$ cat src/rtl/cargador_instrucciones_if.sv
// Bus between the program loader and its surroundings: start/count request,
// the incoming byte stream, the instruction-memory write port and status.
//
// Byte handshake: a byte is transferred on a rising clk edge where
// byte_valido and byte_listo are both 1. byte_listo depends only on the
// loader state, never on byte_valido. The producer keeps byte_dato stable
// while byte_valido is high and has not yet been accepted.
interface cargador_instrucciones_if;
    logic        iniciar;
    logic [7:0]  num_palabras;
    logic        byte_valido;
    logic [7:0]  byte_dato;
    logic        byte_listo;
    logic        escribir_habilitar;
    logic [31:0] escribir_direccion;
    logic [31:0] escribir_dato;
    logic        cargando;
    logic        listo;
    logic        error;
    logic        cpu_reset;
    logic [2:0]  estado;

    // Loader side
    modport slave (
        input  iniciar, num_palabras, byte_valido, byte_dato,
        output byte_listo, escribir_habilitar, escribir_direccion, escribir_dato,
        output cargando, listo, error, cpu_reset, estado
    );

    // Host / stream source side
    modport master (
        output iniciar, num_palabras, byte_valido, byte_dato,
        input  byte_listo, escribir_habilitar, escribir_direccion, escribir_dato,
        input  cargando, listo, error, cpu_reset, estado
    );
endinterface

$ cat src/rtl/cargador_instrucciones.sv
// Run-time program loader: packs a byte stream into little-endian 32-bit
// words and writes them to instruction memory at byte addresses 0,4,8,...
// The core is held in reset until the requested word count is written.
// bus.estado exposes the FSM state for debug.
module cargador_instrucciones #(
    parameter int PALABRAS = 128
) (
    input  logic                     clk,
    input  logic                     reset,
    cargador_instrucciones_if.slave  bus
);
    typedef enum logic [2:0] {
        INACTIVO  = 3'd0,
        RECIBIR   = 3'd1,
        ESCRIBIR  = 3'd2,
        TERMINADO = 3'd3,
        ERROR     = 3'd4
    } estado_t;

    localparam logic [7:0] MAX_PALABRAS = 8'(PALABRAS);

    estado_t     estado, estado_sig;
    logic [1:0]  byte_cnt;
    logic [7:0]  indice;
    logic [7:0]  num_reg;
    logic [31:0] ensamblado;
    logic [31:0] dir_reg;
    logic [31:0] dato_reg;
    logic        acepta;
    logic        arranque_ok;
    logic        ultima;

    assign acepta      = (estado == RECIBIR) && bus.byte_valido;
    assign arranque_ok = bus.iniciar && (bus.num_palabras != 8'd0) &&
                         (bus.num_palabras <= MAX_PALABRAS);
    assign ultima      = (indice == (num_reg - 8'd1));

    // State register
    always_ff @(posedge clk or posedge reset) begin
        if (reset) estado <= INACTIVO;
        else       estado <= estado_sig;
    end

    // Next state and state-decoded outputs
    always_comb begin
        estado_sig             = estado;
        bus.byte_listo         = 1'b0;
        bus.escribir_habilitar = 1'b0;
        bus.cargando           = 1'b0;
        bus.listo              = 1'b0;
        bus.error              = 1'b0;
        bus.cpu_reset          = 1'b1;
        case (estado)
            INACTIVO, TERMINADO, ERROR: begin
                if (bus.iniciar) begin
                    if (bus.num_palabras == 8'd0)              estado_sig = TERMINADO;
                    else if (bus.num_palabras > MAX_PALABRAS)  estado_sig = ERROR;
                    else                                       estado_sig = RECIBIR;
                end
                if (estado == TERMINADO) begin
                    bus.listo     = 1'b1;
                    bus.cpu_reset = 1'b0;
                end
                if (estado == ERROR) bus.error = 1'b1;
            end
            RECIBIR: begin
                bus.byte_listo = 1'b1;
                bus.cargando   = 1'b1;
                if (bus.byte_valido && byte_cnt == 2'd3) estado_sig = ESCRIBIR;
            end
            ESCRIBIR: begin
                bus.escribir_habilitar = 1'b1;
                bus.cargando           = 1'b1;
                estado_sig             = ultima ? TERMINADO : RECIBIR;
            end
            default: estado_sig = INACTIVO;
        endcase
    end

    // Byte assembly, word index and held write address/data
    always_ff @(posedge clk or posedge reset) begin
        if (reset) begin
            byte_cnt   <= 2'd0;
            indice     <= 8'd0;
            num_reg    <= 8'd0;
            ensamblado <= 32'd0;
            dir_reg    <= 32'd0;
            dato_reg   <= 32'd0;
        end else begin
            case (estado)
                INACTIVO, TERMINADO, ERROR: begin
                    if (arranque_ok) begin
                        byte_cnt   <= 2'd0;
                        indice     <= 8'd0;
                        ensamblado <= 32'd0;
                        num_reg    <= bus.num_palabras;
                    end
                end
                RECIBIR: begin
                    if (acepta) begin
                        ensamblado[{byte_cnt, 3'b000} +: 8] <= bus.byte_dato;
                        byte_cnt <= byte_cnt + 2'd1;
                        // Latch the completed word so it is stable during the strobe
                        if (byte_cnt == 2'd3) begin
                            dato_reg <= {bus.byte_dato, ensamblado[23:0]};
                            dir_reg  <= {22'd0, indice, 2'b00};
                        end
                    end
                end
                ESCRIBIR: begin
                    byte_cnt <= 2'd0;
                    if (!ultima) indice <= indice + 8'd1;
                end
                default: ;
            endcase
        end
    end

    assign bus.escribir_direccion = dir_reg;
    assign bus.escribir_dato      = dato_reg;
    assign bus.estado             = estado;
endmodule

$ cat src/flat_wrapper.sv
// flat-port wrapper written by rule: the top's interface ports become plain ports
module cargador_instrucciones_flat 
#(
    parameter int PALABRAS = 128
)
  (clk, reset, bus_iniciar, bus_num_palabras, bus_byte_valido, bus_byte_dato, bus_byte_listo, bus_escribir_habilitar, bus_escribir_direccion, bus_escribir_dato, bus_cargando, bus_listo, bus_error, bus_cpu_reset, bus_estado);
  cargador_instrucciones_if bus_i ();
  input  logic clk;
  input  logic reset;
  input wire logic [$bits(bus_i.iniciar)-1:0] bus_iniciar;
  input wire logic [$bits(bus_i.num_palabras)-1:0] bus_num_palabras;
  input wire logic [$bits(bus_i.byte_valido)-1:0] bus_byte_valido;
  input wire logic [$bits(bus_i.byte_dato)-1:0] bus_byte_dato;
  output wire logic [$bits(bus_i.byte_listo)-1:0] bus_byte_listo;
  output wire logic [$bits(bus_i.escribir_habilitar)-1:0] bus_escribir_habilitar;
  output wire logic [$bits(bus_i.escribir_direccion)-1:0] bus_escribir_direccion;
  output wire logic [$bits(bus_i.escribir_dato)-1:0] bus_escribir_dato;
  output wire logic [$bits(bus_i.cargando)-1:0] bus_cargando;
  output wire logic [$bits(bus_i.listo)-1:0] bus_listo;
  output wire logic [$bits(bus_i.error)-1:0] bus_error;
  output wire logic [$bits(bus_i.cpu_reset)-1:0] bus_cpu_reset;
  output wire logic [$bits(bus_i.estado)-1:0] bus_estado;
  assign bus_i.iniciar = bus_iniciar;
  assign bus_i.num_palabras = bus_num_palabras;
  assign bus_i.byte_valido = bus_byte_valido;
  assign bus_i.byte_dato = bus_byte_dato;
  assign bus_byte_listo = bus_i.byte_listo;
  assign bus_escribir_habilitar = bus_i.escribir_habilitar;
  assign bus_escribir_direccion = bus_i.escribir_direccion;
  assign bus_escribir_dato = bus_i.escribir_dato;
  assign bus_cargando = bus_i.cargando;
  assign bus_listo = bus_i.listo;
  assign bus_error = bus_i.error;
  assign bus_cpu_reset = bus_i.cpu_reset;
  assign bus_estado = bus_i.estado;
  cargador_instrucciones #(.PALABRAS(PALABRAS)) u_core (.clk(clk), .reset(reset), .bus(bus_i));
endmodule
$ cat config.mk
export PLATFORM = sky130hd
export DESIGN_NAME = cargador_instrucciones_flat
export DESIGN_NICKNAME = d
export VERILOG_FILES = /design/src/rtl/cargador_instrucciones_if.sv /design/src/rtl/cargador_instrucciones.sv /design/src/flat_wrapper.sv
export SDC_FILE = /design/constraint.sdc
export NUM_CORES = 1
export LEC_CHECK = 0
export CAP_MARGIN = 15
export CORE_ASPECT_RATIO = 0.8
export CORE_UTILIZATION = 40
export CTS_BUF_LIST = sky130_fd_sc_hd__clkbuf_16
export CTS_CLUSTER_DIAMETER = 60
export DETAILED_ROUTE_END_ITERATION = 16
export PLACE_DENSITY = 0.67
export SLEW_MARGIN = 10
export SYNTH_ARGS = -nofsm -noshare
export SYNTH_HDL_FRONTEND = slang
export SYNTH_SLANG_ARGS = --single-unit
$ cat constraint.sdc
create_clock -name clk -period 2.6 [get_ports clk]
set_clock_uncertainty 0.15 [all_clocks]
set_input_delay 0.52 -clock clk [delete_from_list [all_inputs] [get_ports clk]]
set_output_delay 0.52 -clock clk [all_outputs]
set_load 0.01 [all_outputs]
==> metrics <==
status=complete, no violations; ANT cells=0; DRC=0; area leader, netlist=dfrtp_1; startpoint types=register; CP endpoint kind=output pin; GRT overflow=0; reg2reg setup slack=between 0.2 and 0.3 ns; Starting Density=41.33%; crit-path max cell delay=0.54 ns; drt via density=between 5 and 6; Slew Limit Headroom=65.06%; area of the die=11090 µm²; die width=117.5 µm; dpl hpwl=about 6.5 mm; CP Max Fanout=6; Clock transition at path regs=roughly 0.060 ns; Cells after DPL=between 500 and 600; post-route insts no fill=616; gr usage total=between 15 and 20%; P per Cell Area=985.7 nW/µm²; yosys warns=0; proportion of layout cells with a drive suffix above 1=roughly a quarter; Routed Wire Length=9.355 mm; WP depth=3; CTS H-tree lvls=3; Total Power=5.462 mW; slowest CP cell=clkdlybuf4s50_1; CTS root buffer=clkbuf_16; Min-Delay Path Class=reg -> reg; Pleak=2.578 nW; max reg flops=32; worst setup margin=0.03390 ns; WS Path Type=reg -> out; area grow syn2layout=29.88%; I/O Buffers=68; GPL Wtd Cong=0.7983; Filler cells=891; TritonCTS Buffers=9; critical path's top delay family=buffers and inverters; fin util=53.68%; global-route wire length before repair=15.10 mm; total of max-cap violations=0; antenna violations before repair=0; Syn Inst Count=between 300 and 400; f_max=389.7 MHz; crit share post-route=98.70%; wire length per cell=about 15 µm; async set-reset flop share out of synthesis=100.0%; number of flops mapped to enable cells by yosys=0; CP cell instances=or3b_4 -> inv_2 -> clkdlybuf4s50_1; cell count of the worst reg-to-reg path=9; pin count of the biggest net entering global routing=86; CP startpoint=u_core.bus.estado[2]; Mean Syn Cell Area=10.97 µm²; final instance area=5542 µm²; hold-fix buffers at CTS=0; vias in the first global route=2964; Final ANT Viol Nets=0; commonest non-fill, non-tap cells in the layout=dfrtp_1 (84), clkdlybuf4s50_1 (64), mux2_2 (46); Ports=93; Reg-to-Reg End=u_core.indice[6]; Setup WS pre-CTS=-0.4315 ns; most common cell after layout, fill and taps aside=dfrtp_1; vias=3120; CP arrival=roughly 1.9 ns; final period demand of the worst path=2.566 ns; Die Ht=94.38 µm; Max clock buf depth=2; register area share after synthesis=49.85%; Hold Fails Final Rpt=0; final setup fails=0; # rows=33; area of the core=10320 µm²; layout net count=498; RR Startpoint=u_core.num_reg[0]; VDD IR-drop max=0.0003948 V; Tightest Pin Transition=0.5213 ns; post-synth top area share=49.85%; clock sinks=between 80 and 90; count of pins over their slew limit=0; DRT iter0 DRCs=177; placed cell area=roughly 5100 µm²; Cell Area, Synth=about 4300 µm²; worst skew pair latency=0.34 ns; Required @ worst endpoint=1.93 ns; TritonCTS clock tree=yes; top_reg_cell synth=dfrtp_1; top cells by area, synth=dfrtp_1 (50%), mux2_2 (13%), buf_4 (4.2%), nand2_1 (3.9%), mux2i_1 (3.8%); #FFs+latches synth=85; WP buf/inv=2; Yosys cell types=58; crit path to=bus_byte_listo; DR pass1 iterations=4
synthesized netlist by cell type (all sizes together) (2+ instances only):
cell type / n
a211oi: 2
a21oi: 6
a22oi: 2
a31oi: 3
and3: 4
buf: 35
clkbuf: 6
dfrtp: 85
ha: 6
inv: 27
mux2: 48
mux2i: 16
nand2: 44
nand2b: 5
nand3: 4
nor2: 18
nor2b: 2
nor3: 5
nor4: 2
nor4b: 2
o21ai: 21
o22ai: 2
o31ai: 9
o41ai: 2
or2: 3
or3: 3
or3b: 2
xnor2: 4
xor2: 4
where the power goes:
part | internal, mW | total [mW] | switching [mW] | leakage [nW]
Sequential | 1.59 | 1.84 | 0.245 | 1.15
Combinational | 1.21 | 2.37 | 1.16 | 1.28
Clock | 0.738 | 1.26 | 0.518 | 0.141
Total | 3.54 | 5.46 | 1.92 | 2.58
worst min-delay path by stage:
stage / to / slack, ns / depth (start not counted) / startpoint
after floorplan: u_core.ensamblado[0] / 0.29 / 2 / u_core.ensamblado[0]
after global placement: u_core.ensamblado[7] / 0.31 / 2 / u_core.ensamblado[7]
after detailed placement: u_core.ensamblado[5] / 0.32 / 2 / u_core.ensamblado[5]
after CTS: u_core.ensamblado[5] / 0.33 / 2 / u_core.ensamblado[5]
after global routing: u_core.ensamblado[3] / 0.35 / 2 / u_core.ensamblado[3]
final: u_core.ensamblado[5] / 0.33 / 2 / u_core.ensamblado[5]
area by class of cell:
cell class / instances / area, µm² / share of cell area, %
Sequential cell: 85 / 2128 / 38.41
Inverter: 27 / 105.1 / 1.897
Clock buffer: 9 / 225.2 / 4.064
Multi-Input combinational cell: 259 / 1936 / 34.93
Tap cell: 140 / 175.2 / 3.161
Timing Repair Buffer: 90 / 907.1 / 16.37
Clock inverter: 6 / 65.06 / 1.174
per-layer routing:
metal | GRT usage (%) | part of all wire [%] | vias to the layer above
met5 | 0 | 0 | -
met4 | 6.731 | 1.3 | 0
met3 | 4.771 | 4.8 | 10
met2 | 28.45 | 49 | 93
met1 | 22.86 | 45 | 1558
li1 | - | - | 1459
worst min-delay path: stages, from the launching register on:
cell and delay (ns):
dfrtp_1 0.34, nand2_1 0.05, o21ai_0 0.06
cells by family after synthesis:
group	synth area share (%)
compound gates	9.619
simple gates	11.88
fa+ha+maj	1.759
other cells	0.08789
flops	49.85
mux	16.42
xor+xnor	1.642
buf+inv	8.739
timing repair:
| item | CTS | global route |
|---|---|---|
| setup endpoints to repair | 14 | 39 |
| buffers inserted | 1 | 1 |
| pin swaps | 6 | 3 |
| gates resized for setup | 17 | 8 |
| gates cloned | 0 | 0 |
per-stage QoR:
stage	hold slack, ns	TNS (ns)
floorplan	0.2944	0
global placement	0.3092	-12.88
detailed placement	0.3184	-13.71
CTS	0.3336	0
global route	0.3536	-0.003543
finish	0.3300	0
No activity file was read; power rests on OpenSTA's default activity.
